[src/rtl/cpu_2432_sram_resp.sv]
// rtl/cpu_2432_sram_resp.sv - cpu_2432 data-port responder for a byte-wide async SRAM
// Splits each core load/store into per-lane SETUP/STROBE/HOLD cycles and stalls the core meanwhile.
module cpu_2432_sram_resp #(
  parameter int WAIT_CYCLES = 1
) (
  input  logic        i_clk,
  input  logic        i_rstb,
  input  logic [23:0] i_daddr,
  input  logic        i_ram_rd,
  input  logic [3:0]  i_ram_wr,
  input  logic [31:0] i_wdata,
  output logic [31:0] o_rdata,
  output logic        o_clk_en,
  output logic [23:0] o_sram_addr,
  output logic [7:0]  o_sram_dout,
  output logic        o_sram_oe,
  input  logic [7:0]  i_sram_din,
  output logic        o_sram_ce_b,
  output logic        o_sram_oe_b,
  output logic        o_sram_we_b
);

  typedef enum logic [1:0] {S_IDLE, S_SETUP, S_STROBE, S_HOLD} state_t;

  localparam logic [3:0] WAIT_LAST = WAIT_CYCLES[3:0];

  state_t      state_q, state_d;
  logic [21:0] wadr_q, wadr_d;
  logic [31:0] wdata_q, wdata_d;
  logic [3:0]  rem_q, rem_d;
  logic [1:0]  lane_q, lane_d;
  logic        is_wr_q, is_wr_d;
  logic [3:0]  wait_q, wait_d;
  logic [31:0] rdata_q, rdata_d;
  logic        clk_en_q, clk_en_d;
  logic [23:0] sram_addr_q, sram_addr_d;
  logic [7:0]  sram_dout_q, sram_dout_d;
  logic        sram_oe_q, sram_oe_d;
  logic        ce_b_q, ce_b_d;
  logic        oe_b_q, oe_b_d;
  logic        we_b_q, we_b_d;
  logic [3:0]  lane_mask;

  // Byte-lane select of the word address is rebuilt from the lane counter.
  logic unused_daddr_lo;
  assign unused_daddr_lo = ^i_daddr[1:0];

  function automatic logic [1:0] first_lane(input logic [3:0] m);
    if (m[0]) return 2'd0;
    if (m[1]) return 2'd1;
    if (m[2]) return 2'd2;
    return 2'd3;
  endfunction

  always_ff @(posedge i_clk or negedge i_rstb) begin
    if (!i_rstb) begin
      state_q     <= S_IDLE;
      wadr_q      <= '0;
      wdata_q     <= '0;
      rem_q       <= '0;
      lane_q      <= '0;
      is_wr_q     <= 1'b0;
      wait_q      <= '0;
      rdata_q     <= '0;
      clk_en_q    <= 1'b1;
      sram_addr_q <= '0;
      sram_dout_q <= '0;
      sram_oe_q   <= 1'b0;
      ce_b_q      <= 1'b1;
      oe_b_q      <= 1'b1;
      we_b_q      <= 1'b1;
    end else begin
      state_q     <= state_d;
      wadr_q      <= wadr_d;
      wdata_q     <= wdata_d;
      rem_q       <= rem_d;
      lane_q      <= lane_d;
      is_wr_q     <= is_wr_d;
      wait_q      <= wait_d;
      rdata_q     <= rdata_d;
      clk_en_q    <= clk_en_d;
      sram_addr_q <= sram_addr_d;
      sram_dout_q <= sram_dout_d;
      sram_oe_q   <= sram_oe_d;
      ce_b_q      <= ce_b_d;
      oe_b_q      <= oe_b_d;
      we_b_q      <= we_b_d;
    end
  end

  always_comb begin
    state_d   = state_q;
    wadr_d    = wadr_q;
    wdata_d   = wdata_q;
    rem_d     = rem_q;
    lane_d    = lane_q;
    is_wr_d   = is_wr_q;
    wait_d    = wait_q;
    rdata_d   = rdata_q;
    lane_mask = 4'h0;
    case (state_q)
      S_IDLE: begin
        if (i_ram_rd || (i_ram_wr != 4'h0)) begin
          is_wr_d   = (i_ram_wr != 4'h0);
          lane_mask = is_wr_d ? i_ram_wr : 4'hF;
          wadr_d    = i_daddr[23:2];
          wdata_d   = i_wdata;
          lane_d    = first_lane(lane_mask);
          rem_d     = lane_mask & ~(4'b0001 << lane_d);
          state_d   = S_SETUP;
        end
      end
      S_SETUP: begin
        state_d = S_STROBE;
        wait_d  = 4'h0;
      end
      S_STROBE: begin
        if (wait_q == WAIT_LAST) begin
          state_d = S_HOLD;
          if (!is_wr_q) rdata_d[{lane_q, 3'b000} +: 8] = i_sram_din;
        end else begin
          wait_d = wait_q + 4'h1;
        end
      end
      S_HOLD: begin
        if (rem_q != 4'h0) begin
          lane_d  = first_lane(rem_q);
          rem_d   = rem_q & ~(4'b0001 << lane_d);
          state_d = S_SETUP;
        end else begin
          state_d = S_IDLE;
        end
      end
      default: state_d = S_IDLE;
    endcase

    // Pins are decoded from the next state so every output leaves a flop.
    clk_en_d    = (state_d == S_IDLE);
    ce_b_d      = (state_d == S_IDLE);
    oe_b_d      = !((state_d == S_STROBE) && !is_wr_d);
    we_b_d      = !((state_d == S_STROBE) && is_wr_d);
    sram_oe_d   = (state_d != S_IDLE) && is_wr_d;
    sram_addr_d = sram_addr_q;
    sram_dout_d = sram_dout_q;
    if (state_d == S_SETUP) begin
      sram_addr_d = {wadr_d, lane_d};
      if (is_wr_d) sram_dout_d = wdata_d[{lane_d, 3'b000} +: 8];
    end
  end

  assign o_rdata     = rdata_q;
  assign o_clk_en    = clk_en_q;
  assign o_sram_addr = sram_addr_q;
  assign o_sram_dout = sram_dout_q;
  assign o_sram_oe   = sram_oe_q;
  assign o_sram_ce_b = ce_b_q;
  assign o_sram_oe_b = oe_b_q;
  assign o_sram_we_b = we_b_q;

endmodule

[config.mk]
export PLATFORM = sky130hd
export DESIGN_NAME = cpu_2432_sram_resp
export DESIGN_NICKNAME = d
export VERILOG_FILES = /design/src/rtl/cpu_2432_sram_resp.sv
export SDC_FILE = /design/constraint.sdc
export NUM_CORES = 1
export LEC_CHECK = 0
export BUFFER_PORTS_ARGS = -buffer_cell sky130_fd_sc_hd__buf_2
export CAP_MARGIN = 5
export CELL_PAD_IN_SITES_DETAIL_PLACEMENT = 2
export CELL_PAD_IN_SITES_GLOBAL_PLACEMENT = 2
export CORE_ASPECT_RATIO = 1.4
export CORE_MARGIN = 2
export CORE_UTILIZATION = 25
export CTS_CLUSTER_SIZE = 25
export DETAILED_ROUTE_END_ITERATION = 8
export HOLD_SLACK_MARGIN = 0.02
export PLACE_DENSITY = 0.66
export SLEW_MARGIN = 20
export SYNTH_ARGS = -nofsm -noshare
export SYNTH_HDL_FRONTEND = slang
export SYNTH_SLANG_ARGS = --single-unit
[constraint.sdc]
create_clock -name i_clk -period 2.4 [get_ports i_clk]
set_clock_uncertainty 0.15 [all_clocks]
set_input_delay 0.12 -clock i_clk [delete_from_list [all_inputs] [get_ports i_clk]]
set_output_delay 0.12 -clock i_clk [all_outputs]
set_load 0.02 [all_outputs]
# Word level (Yosys, flattened, before mapping)
# Cells that the tools add are included.
dict set report totals {
  ram_bits 0
  latchBits 0
  wordCells 113
  inputBits 71
  romBits 0
  mem_count 0
  register_bits 135
  out_inout_bits 69
}
dict set report classes {
  n_bitwise 5
  add_sub_neg 2
  n_lt_le_gt_ge 0
  muxes 60
  n_div 0
  multipliers 0
  n_shift 5
  eq_ne 9
  reduce_logical 18
}
# op count
set ops {}
lappend ops {{32-bit 2-to-1 mux} 2}
lappend ops {{22-bit 2-to-1 mux} 2}
lappend ops {{2-bit 2-to-1 mux} 20}
lappend ops {{32-bit bitwise mux} 1}
lappend ops {{8-bit by 7-bit variable shift with 32-bit output, first input constant} 1}
lappend ops {{32-bit by 6-bit indexed part select with 8-bit output} 1}
lappend ops {{8-bit by 7-bit indexed part select with 32-bit output} 1}
lappend ops {{1-bit 2-to-1 mux} 27}
lappend ops {{4-bit 2-to-1 mux} 4}
lappend ops {{4-bit case mux with 2 select lines} 2}
lappend ops {{4-bit AND} 2}
lappend ops {{4-bit inverter} 2}
lappend ops {{2-bit case mux with 4 select lines} 1}
lappend ops {{4-bit nonzero test} 2}
lappend ops {{1-bit by 2-bit << shifter with 4-bit output, first input constant} 2}
lappend ops {{5-bit negator with 7-bit output} 1}
lappend ops {{2-bit == test, second input constant} 3}
lappend ops {{2-bit inequality test, second input constant} 3}
lappend ops {{3-bit AND reduction} 2}
lappend ops {{2-bit nonzero test} 3}
lappend ops {{4-bit by 1-bit adder with 4-bit output, second input constant} 1}
lappend ops {{2-bit by 1-bit == test with 1-bit output, second input constant} 2}
lappend ops {{4-bit by 1-bit == test with 1-bit output, second input constant} 1}
lappend ops {{2-bit logical NOT} 2}
lappend ops {{6 further kinds} 11}

# Logic depth before layout (Yosys ltp)
# Gate-level depths: netlist of run 1.
dict set report depth {
  ltp_word 22
  depth_mapped 10
  mapped_depth_nobuf 9
}

# Least setup slack after synthesis of run 1
# Ideal clock, no wire load.
dict set report synth_path {
  path_kind {register -> register}
  startpoint {reg state_q[0]}
  endpoint {reg sram_dout_q[4], in the netlist o_sram_dout[4]}
  arrival_ns 2.068
  period_less_slack_ns 2.342
  setup_time_ns 0.124
  path_buffers 2
  path_stages_with_launch 10
  slack_ns 0.058
  t_required_ns 2.126
  path_cell_list {dfrtp_1 inv_1 ha_1 clkbuf_1 o21bai_4 and2_4 buf_6 nor2_2 mux4_1 a211o_1}
}
dict set report synth_via {
  elab_chain_cells 4
  elab_cells_between_ends 13
  classes_between {eq/ne: 4; shift: 1; mux: 6; reduce/logical: 2}
}
# element line_no
set synth_rtl {}
lappend synth_rtl {{start: declaration} 27} ;# state_t state_q, state_d;
lappend synth_rtl {{start signal: assignment} 73} ;# state_q <= state_d;
lappend synth_rtl {{2-bit == test, or another cell as far along} 101} ;# case (state_q)
lappend synth_rtl {{2-bit case mux with 4 select lines *} 101}
lappend synth_rtl {{named net state_d[1]} 27}
lappend synth_rtl {{2-bit by 1-bit == test with 1-bit output *} 145} ;# if (state_d == S_SETUP) begin
lappend synth_rtl {{2-bit AND reduction (no line) *} n/a}
lappend synth_rtl {{end signal: assignment} 83} ;# sram_dout_q <= sram_dout_d;
lappend synth_rtl {{end: declaration} 37} ;# logic [7:0] sram_dout_q, sram_dout_d;
# Mark *: on every way through the listed nets, which the timed path passes. The rest lies on a longest branch.
# A chain may end at the register's enable or synchronous reset.

# Worst setup path after layout of run 1
dict set report layout_path {
  startpoint {reg state_q[0]}
  endpoint {reg sram_dout_q[5], in the netlist o_sram_dout[5]}
}
dict set report layout_via {
  elab_chain_cells 4
  elab_cells_between_ends 13
  classes_between {eq/ne: 4; shift: 1; mux: 6; reduce/logical: 2}
}
# element
set layout_rtl {}
lappend layout_rtl {{branches (longest 4 deep; another with 32-bit by 6-bit indexed part select with 8-bit output)}}
# Several ways; the timed one is not identified.

==> results of run 1 <==
==> flip-flops by register name (all words and copies together), names as in the netlist <==
name and cells:
rem_q 4, o_sram_we_b 1, wadr_q 22, o_sram_oe_b 1, wdata_q 32, o_sram_ce_b 1
wait_q 4, lane_q 2, is_wr_q 1, o_sram_oe 1, o_rdata 32, o_sram_dout 8
state_q 2, o_sram_addr 24
==> per-layer routing <==
metal | part of all wire [%] | wire length, um
met5 | 0 | 0
met4 | 1.8 | 399
met3 | 4.0 | 883
met2 | 55 | 11900
met1 | 39 | 8640
==> timing repair <==
action,in CTS,in global routing
hold buffers,65,0
gates cloned,0,2
hold endpoints to repair,209,0
gates resized for setup,4,14
pin swaps,0,3
buffers inserted,0,3
endpoints found under the setup margin,12,32
==> logic make-up (layout without fill, tap and decap cells) <==
kind of cell             after synthesis  after routing  share of synthesized area, %
AND/OR/NAND/NOR                      314            314                          21.0
AO/OA/AOI/OAI                        135            135                          15.0
flip-flops                           135            135                          56.6
buffers and inverters                 48            300                          3.77
adder cells (fa/ha/maj)               11             11                          2.30
multiplexers                           4              4                          1.21
XOR/XNOR                               1              1                         0.147
==> cells in the final DEF (no fill, tap or decap), types with 5 or more instances in the layout <==
cell           count
nor2_1            39
and2_1             5
o21ai_0           44
o211ai_1           7
dlygate4sd3_1     65
buf_12             6
a31oi_1           22
clkinvlp_4         6
ha_1               9
nand2_1          246
a21oi_1            6
inv_1             11
clkinv_2           5
a211oi_1          14
clkbuf_16         19
a22oi_1           15
buf_4             41
nand3_1            5
dfrtp_1          131
buf_2            136
==> how the worst max path moves through the flow <==
stage	start	endpoint	slack (ns)	depth (start not counted)
after floorplan	state_q[0]	o_sram_dout[4]	0.06	9
after global placement	state_q[0]	o_sram_dout[4]	0.07	8
after detailed placement	state_q[0]	o_sram_dout[4]	-0.01	8
after CTS	state_q[1]	o_sram_dout[6]	0.02	8
after global routing	state_q[0]	o_rdata[27]	-0.004	8
final	state_q[0]	o_sram_dout[5]	0.10	9
==> through the flow <==
stage,hold slack (ns),cells,total power [W]
2_1_floorplan,-0.326,648,0.00730
3_3_place_gp,-0.0103,1104,0.00925
3_5_place_dp,-0.00541,1104,0.00964
4_1_cts,0.0341,1201,0.0125
5_1_grt,0.0991,1206,0.0137
6_report,0.0515,1206,0.0128
==> layout make-up <==
type	count	area, sq um	area share [%]
Clock buffer	19	453	5.20
Clock inverter	13	130	1.50
Inverter	14	52.6	0.604
Multi-Input combinational cell	465	2450	28.1
Sequential cell	135	3380	38.9
Tap cell	306	383	4.40
Timing Repair Buffer	254	1850	21.3
==> worst max-delay path, cell delays in order, from the launching register on <==
cell and delay [ns]:
dfrtp_2 0.44, inv_2 0.09, ha_4 0.17, buf_4 0.13
inv_1 0.04, and2_1 0.16, a2111o_1 0.46, buf_6 0.16
and2_1 0.15, a211o_1 0.22
==> where the power goes <==
group / switching [W] / internal [W]
Sequential: 0.000537 / 0.00334
Clock: 0.00104 / 0.00157
Combinational: 0.00380 / 0.00248
Total: 0.00538 / 0.00740
==> flow_metrics.env, run 1 <==
export IMPL_status="finished clean"
export IMPL_arrival_ns=2.45
export IMPL_end_kind="flip-flop"
export IMPL_core_area_sq_um=23400
export IMPL_dr_pass1_iters=4
export IMPL_min_path_type="primary input to flip-flop"
export IMPL_r2r_start="state_q[0]"
export IMPL_cts_tree="done"
export IMPL_initial_core_util_pct=25.6
export IMPL_placed_cell_area_sq_um=7320
export IMPL_fillers=2592
export IMPL_hold_viol=0
export IMPL_ir_drop_mv=0.619
export IMPL_tns_ns=0
export IMPL_cts_num_sinks=135
export IMPL_overflow=0
export IMPL_synth_top_area_share_pct=55.3
export IMPL_gr_usage_met2_pct=32.7
export IMPL_netlist_top_cells_area="dfrtp_1 55%, nand2_1 15%, o21ai_0 3.9%"
export IMPL_insertion_delay_ns=0.43
export IMPL_route_vias_total=5654
export IMPL_layout_drive_gt1_share_pct=27.1
export IMPL_antenna_cells=0
export IMPL_synth_edff_count=0
export IMPL_io_pin_count=140
export IMPL_fp_dieH_um=187
export IMPL_postLayoutCellArea_sq_um=8700
export IMPL_nNetsFinal=969
export IMPL_setup_viol=0
export IMPL_holdCritStartpoint="i_ram_wr[2]"
export IMPL_leakagePower_nw=4.16
export IMPL_p_per_area_nw_per_um2=1470
export IMPL_criticalPathCategory="flip-flop to flip-flop"
export IMPL_cts_made_buffers=17
export IMPL_grt_max_degree=58
export IMPL_synth_avg_cell_area_sq_um=9.22
export IMPL_top_usage_layer="met2"
export IMPL_use_met3_pct=4.15
export IMPL_cts_root_buf="clkbuf_16"
export IMPL_routed_wl_mm=21.9
export IMPL_clockBufferDepth=2
export IMPL_fin_util_pct=37.2
export IMPL_grt_pass1_vias=6399
export IMPL_cp_required_ns=2.55
export IMPL_portBuffers=137
export IMPL_syn_num_nets=730
export IMPL_synth_cell_type_count=49
export IMPL_timing_final_crit_period_ns=2.30
export IMPL_r2r_cells=9
export IMPL_yosysWarnings=0
export IMPL_worst_r2r_setup_slack_ns=0.10
export IMPL_synth_most_common_cell="nand2_1"
export IMPL_fin_crit_sh_pct=95.8
export IMPL_min_to="rem_q[2]"
export IMPL_antenna_left=0
export IMPL_max_freq_ghz=0.435
export IMPL_ys_seq_elements=135
export IMPL_dpl_hpwl_mm=14.5
export IMPL_drt_iter0_drc=113
export IMPL_syn_to_final_growth_pct=45.6
export IMPL_die_w_um=135
export IMPL_syn_inst=648
export IMPL_worstMarginPinSlew_ns=0.584
export IMPL_synthTopCellsByCount="246 x nand2_1, 132 x dfrtp_1, 46 x o21ai_0"
export IMPL_die_area_sq_um=25200
export IMPL_routabilityCongestion=0.796
export IMPL_crit_fanout=8
export IMPL_drc_errors=0
export IMPL_synth_cell_area_sq_um=5980
export IMPL_antenna_found_initial=0
export IMPL_grt_usage_pct=17.5
export IMPL_grtUsageMet1_pct=19.2
export IMPL_dp_slack_ns=-0.0128
export IMPL_relSlewSlack_pct=61.0
export IMPL_slew_violations=0
export IMPL_r2r_end="o_sram_dout[5]"
export IMPL_start_kind="flip-flop"
export IMPL_hold_depth=5
export IMPL_cts_clk_slew_worst_paths_ns=0.06
export IMPL_yosysTopAreaCell="dfrtp_1"
export IMPL_ys_flop_type="dfrtp_1"
export IMPL_async_reset_ff_share_pct=100
export IMPL_wl_per_cell_um=18.1
export IMPL_max_cap_viol_count=0
export IMPL_viasPerCell=4.69
export IMPL_rows=66
export IMPL_ys_seq_area_share_pct=56.6
export IMPL_grt_pass1_wl_mm=34.5
export IMPL_fin_ws_ns=0.101
export IMPL_htree_levels=4
No activity file was read; power rests on OpenSTA's default activity.
==> run 2, diff against run 1 <==
--- a/config.mk
+++ b/config.mk
@@ -7,15 +7,15 @@
 export LEC_CHECK = 0
 export BUFFER_PORTS_ARGS = -buffer_cell sky130_fd_sc_hd__buf_2
 export CAP_MARGIN = 5
-export CELL_PAD_IN_SITES_DETAIL_PLACEMENT = 2
-export CELL_PAD_IN_SITES_GLOBAL_PLACEMENT = 2
+export CELL_PAD_IN_SITES_DETAIL_PLACEMENT = 1
+export CELL_PAD_IN_SITES_GLOBAL_PLACEMENT = 1
 export CORE_ASPECT_RATIO = 1.4
 export CORE_MARGIN = 2
 export CORE_UTILIZATION = 25
 export CTS_CLUSTER_SIZE = 25
 export DETAILED_ROUTE_END_ITERATION = 8
 export HOLD_SLACK_MARGIN = 0.02
-export PLACE_DENSITY = 0.66
+export PLACE_DENSITY = 0.55
 export SLEW_MARGIN = 20
 export SYNTH_ARGS = -nofsm -noshare
 export SYNTH_HDL_FRONTEND = slang
==> flow_metrics.env, run 2 (synthesized netlist as in run 1, its figures left out) <==
export IMPL_worst_r2r_setup_slack_ns=0.1
export IMPL_top_usage_layer="met2"
export IMPL_portBuffers=137
export IMPL_worstMarginPinSlew_ns=0.532
export IMPL_status="finished clean"
export IMPL_antenna_cells=0
export IMPL_rsz0062_at_grt="true"
export IMPL_die_w_um=135
export IMPL_dpl_hpwl_mm=12.7
export IMPL_placed_cells=1101
export IMPL_clockBufferDepth=2
export IMPL_fp_dieH_um=187
export IMPL_dr_pass1_iters=4
export IMPL_slew_violations=0
export IMPL_ir_drop_mv=0.617
export IMPL_relSlewSlack_pct=64.5
export IMPL_timing_critical_path_from="state_q[0]"
export IMPL_overflow=0
export IMPL_min_to="rem_q[2]"
export IMPL_use_met3_pct=2.82
export IMPL_max_cap_viol_count=0
export IMPL_setup_viol=0
export IMPL_cts_clk_slew_worst_paths_ns=0.06
export IMPL_routabilityCongestion=0.790
export IMPL_arrival_ns=2.44
export IMPL_grtUsageMet1_pct=18.0
export IMPL_layout_drive_gt1_share_pct=28.8
export IMPL_insertion_delay_ns=0.42
export IMPL_grt_pass1_wl_mm=30.2
export IMPL_antenna_found_initial=0
export IMPL_p_per_area_nw_per_um2=1410
export IMPL_end_kind="flip-flop"
export IMPL_grt_max_degree=50
export IMPL_htree_levels=4
export IMPL_initial_core_util_pct=25.6
export IMPL_syn_to_final_growth_pct=46.6
export IMPL_criticalPathCategory="flip-flop to flip-flop"
export IMPL_min_path_type="primary input to flip-flop"
export IMPL_holdCritStartpoint="i_ram_wr[2]"
export IMPL_start_kind="flip-flop"
export IMPL_die_area_sq_um=25200
export IMPL_cts_num_sinks=135
export IMPL_core_area_sq_um=23400
export IMPL_fin_crit_sh_pct=95.9
export IMPL_antenna_left=0
export IMPL_drt_iter0_drc=206
export IMPL_final_cell_mix="245 x nand2_1, 135 x buf_2, 132 x dfrtp_1, 63 x dlygate4sd3_1, 43 x buf_4"
export IMPL_final_cells=1209
export IMPL_timing_final_crit_period_ns=2.30
export IMPL_cp_required_ns=2.54
export IMPL_rows=66
export IMPL_r2r_start="state_q[0]"
export IMPL_gr_usage_met2_pct=26.5
export IMPL_route_vias_total=5408
export IMPL_grt_pass1_vias=5847
export IMPL_final_common_cell="nand2_1"
export IMPL_grt_usage_pct=15.0
export IMPL_drc_errors=0
export IMPL_r2r_cells=9
export IMPL_hold_depth=5
export IMPL_wl_per_cell_um=15.4
export IMPL_r2r_end="o_sram_dout[4]"
export IMPL_io_pin_count=140
export IMPL_nNetsFinal=972
export IMPL_tns_ns=0
export IMPL_hold_viol=0
export IMPL_cts_root_buf="clkbuf_16"
export IMPL_max_freq_ghz=0.434
export IMPL_leakagePower_nw=4.19
export IMPL_cts_made_buffers=17
export IMPL_crit_fanout=8
export IMPL_cts_tree="done"
export IMPL_routed_wl_mm=18.6
export IMPL_viasPerCell=4.47
## run 2: cell types whose count changed in the layout (fill, tap and decap cells not counted), moves of 3 or more
cell        before  now
clkinv_2         5    2
a22oi_1         15   12
a22oi_2          1    4
a211oi_1        14    6
clkinvlp_4       6    3
buf_12           6    9
inv_6            0    7
a211oi_2         0    8
## run 2: cell type report
| type | count | area, sq um |
|---|---|---|
| Tap cell | 306 | 383 |
| Multi-Input combinational cell | 465 | 2480 |
| Sequential cell | 135 | 3380 |
| Inverter | 14 | 52.6 |
| Clock buffer | 17 | 425 |
| Timing Repair Buffer | 257 | 1900 |
| Fill cell | 2765 | 14600 |
| Clock inverter | 15 | 141 |
## run 2: critical path, stage by stage (launching register included)
cell	delay, ns
dfrtp_1	0.40
inv_1	0.09
ha_2	0.25
nand2b_1	0.13
nor3_1	0.35
a2111o_1	0.23
nor2_1	0.06
buf_4	0.16
o21a_1	0.11
a211o_1	0.26
## run 2: through the flow
stage / area [sq um] / worst slack [ns] / util, % / hold WS (ns) / total power [W]
3_3_place_gp: 7300 / 0.00428 / 31.2 / -0.0461 / 0.00929
3_5_place_dp: 7300 / -0.0369 / 31.2 / -0.0382 / 0.00941
2_1_floorplan: 5980 / 0.0578 / - / -0.326 / 0.00730
6_report: 8760 / 0.0984 / 37.5 / 0.0518 / 0.0124
4_1_cts: 8510 / 0.0274 / 36.4 / 0.0347 / 0.0121
5_1_grt: 8760 / -0.0140 / 37.5 / 0.111 / 0.0134
## run 2: worst max path at each step
stage / cells past startpoint / to / slack, ns
3_5_place_dp: 10 / o_sram_dout[7] / -0.04
3_3_place_gp: 9 / o_sram_dout[4] / 0.004
5_1_grt: 11 / o_sram_dout[4] / -0.01
2_1_floorplan: 9 / o_sram_dout[4] / 0.06
4_1_cts: 6 / o_sram_dout[4] / 0.03
6_report: 9 / o_sram_dout[4] / 0.1
## run 2: report_power, final
part           internal [W]  switching, W  leakage [nW]
sequential          0.00334      0.000456          1.56
combinational       0.00245       0.00359          2.36
clock               0.00145       0.00108         0.272
## run 2: repair_timing
item,CTS,global route
resized for setup,3,29
hold buffers,64,0
setup buffers,0,12
hold endpoints to repair,247,0
gates cloned,0,1
pin swaps,0,6
setup endpoints to repair,7,13
## run 2: per-layer routing
metal  part of all wire [%]  routed length (um)
met2                     51                9440
met3                    4.0                 745
met4                    1.4                 258
met5                      0                   0
met1                     44                8190
==> run 3, diff against run 2 <==
--- a/config.mk
+++ b/config.mk
@@ -16,6 +16,7 @@
 export DETAILED_ROUTE_END_ITERATION = 8
 export HOLD_SLACK_MARGIN = 0.02
 export PLACE_DENSITY = 0.55
+export RECOVER_POWER = 50
 export SLEW_MARGIN = 20
 export SYNTH_ARGS = -nofsm -noshare
 export SYNTH_HDL_FRONTEND = slang
==> flow_metrics.env, run 3 (synthesized netlist as in run 1, its figures left out) <==
export IMPL_status="finished clean"
export IMPL_relSlewSlack_pct=9.91
export IMPL_overflow=0
export IMPL_drt_iter0_drc=188
export IMPL_clockBufferDepth=2
export IMPL_crit_fanout=8
export IMPL_rsz0062_at_grt="true"
export IMPL_initial_core_util_pct=25.6
export IMPL_grt_max_degree=50
export IMPL_setup_viol=0
export IMPL_portBuffers=137
export IMPL_cts_num_sinks=135
export IMPL_die_area_sq_um=25200
export IMPL_cp_required_ns=2.54
export IMPL_final_cells=1209
export IMPL_dpl_hpwl_mm=12.7
export IMPL_fp_dieH_um=187
export IMPL_routed_wl_mm=18.7
export IMPL_hold_viol=0
export IMPL_max_cap_viol_count=0
export IMPL_timing_final_crit_period_ns=2.30
export IMPL_die_w_um=135
export IMPL_rows=66
export IMPL_start_kind="flip-flop"
export IMPL_layout_drive_gt1_share_pct=25.1
export IMPL_routabilityCongestion=0.790
export IMPL_fin_crit_sh_pct=96.0
export IMPL_tns_ns=0
export IMPL_cts_clk_slew_worst_paths_ns=0.06
export IMPL_arrival_ns=2.45
export IMPL_placed_cells=1101
export IMPL_htree_levels=4
export IMPL_ir_drop_mv=0.615
export IMPL_dp_slack_ns=-0.0369
export IMPL_route_vias_total=5428
export IMPL_antenna_cells=0
export IMPL_worstMarginPinSlew_ns=1.35
export IMPL_max_freq_ghz=0.434
export IMPL_nNetsFinal=972
export IMPL_antenna_found_initial=0
export IMPL_fin_ws_ns=0.0954
export IMPL_final_common_cell="nand2_1"
export IMPL_slew_violations=0
export IMPL_end_kind="flip-flop"
export IMPL_fin_util_pct=37.2
export IMPL_syn_to_final_growth_pct=45.4
export IMPL_io_pin_count=140
export IMPL_grt_pass1_vias=5847
export IMPL_criticalPathCategory="flip-flop to flip-flop"
export IMPL_worst_r2r_setup_slack_ns=0.1
export IMPL_antenna_left=0
export IMPL_cts_tree="done"
export IMPL_leakagePower_nw=4.12
export IMPL_grt_usage_pct=15.0
export IMPL_core_area_sq_um=23400
export IMPL_cts_root_buf="clkbuf_16"
export IMPL_p_per_area_nw_per_um2=1420
export IMPL_cts_made_buffers=17
export IMPL_final_cell_mix="245 x nand2_1, 132 x dfrtp_1, 102 x buf_2, 63 x dlygate4sd3_1"
export IMPL_insertion_delay_ns=0.41
export IMPL_wl_per_cell_um=15.5
export IMPL_grt_pass1_wl_mm=30.2
export IMPL_viasPerCell=4.49
export IMPL_drc_errors=0
export IMPL_dr_pass1_iters=4
export IMPL_min_path_type="primary input to flip-flop"
run 3: changes by cell type in the layout (fill, tap and decap cells not counted), sizes merged:
cell    delta
buf       -37
clkbuf    +37
run 3: final timing paths:
check,from,to,depth (start not counted)
worst max-delay path,state_q[0],o_sram_dout[4],9
worst min-delay path,i_ram_wr[2],rem_q[2],5
worst max register to register,state_q[0],o_sram_dout[4],9
worst min register to register,wdata_q[28],wdata_q[28],2
max in group asynchronous,i_rstb,o_sram_addr[8],3
min in group asynchronous,i_rstb,o_rdata[5],2
run 3: where the power goes:
| group | leakage, nW | internal, W | switching [W] | total, W |
|---|---|---|---|---|
| clock | 0.272 | 0.00145 | 0.00108 | 0.00253 |
| combinational | 2.29 | 0.00239 | 0.00359 | 0.00599 |
| sequential | 1.56 | 0.00334 | 0.000463 | 0.00380 |
| total | 4.12 | 0.00718 | 0.00513 | 0.0123 |
run 3: layout make-up:
type,instances,area [sq um]
clock buffer,17,425
timing repair buffer,257,1830
inverter,14,52.6
clock inverter,15,141
fill,2778,14700
tap,306,383
sequential,135,3380
multi-input combinational,465,2480
run 3: worst max-delay path, cell delays in order (launching register included):
cell and delay, ns:
dfrtp_1 0.40, inv_1 0.09, ha_2 0.25, nand2b_1 0.14, nor3_1 0.35, a2111o_1 0.23, nor2_1 0.06, buf_4 0.16
o21a_1 0.11, a211o_1 0.26
run 3: routing by layer:
| layer | up-vias | wire [um] | GRT usage (%) |
|---|---|---|---|
| li1 | 2650 | - | - |
| met4 | 0 | 259 | 5.26 |
| met1 | 2635 | 8160 | 18.0 |
| met2 | 127 | 9530 | 26.5 |
| met5 | - | 0 | 0 |
| met3 | 16 | 767 | 2.82 |
run 3: timing repair:
item / 4_1_cts / 5_1_grt
endpoints found under the hold margin: 247 / 0
hold buffers: 64 / 0
pin swaps: 0 / 6
gates resized for setup: 3 / 29
endpoints found under the setup margin: 7 / 13
setup buffers: 0 / 12
gates cloned: 0 / 1
run 3: stage by stage:
stage	power (W)	cell area, sq um	hold slack [ns]
detailed placement	0.00941	7300	-0.0382
finish	0.0123	8690	0.0528
CTS	0.0121	8510	0.0347
global placement	0.00929	7300	-0.0461
floorplan	0.00730	5980	-0.326
global route	0.0134	8690	0.111
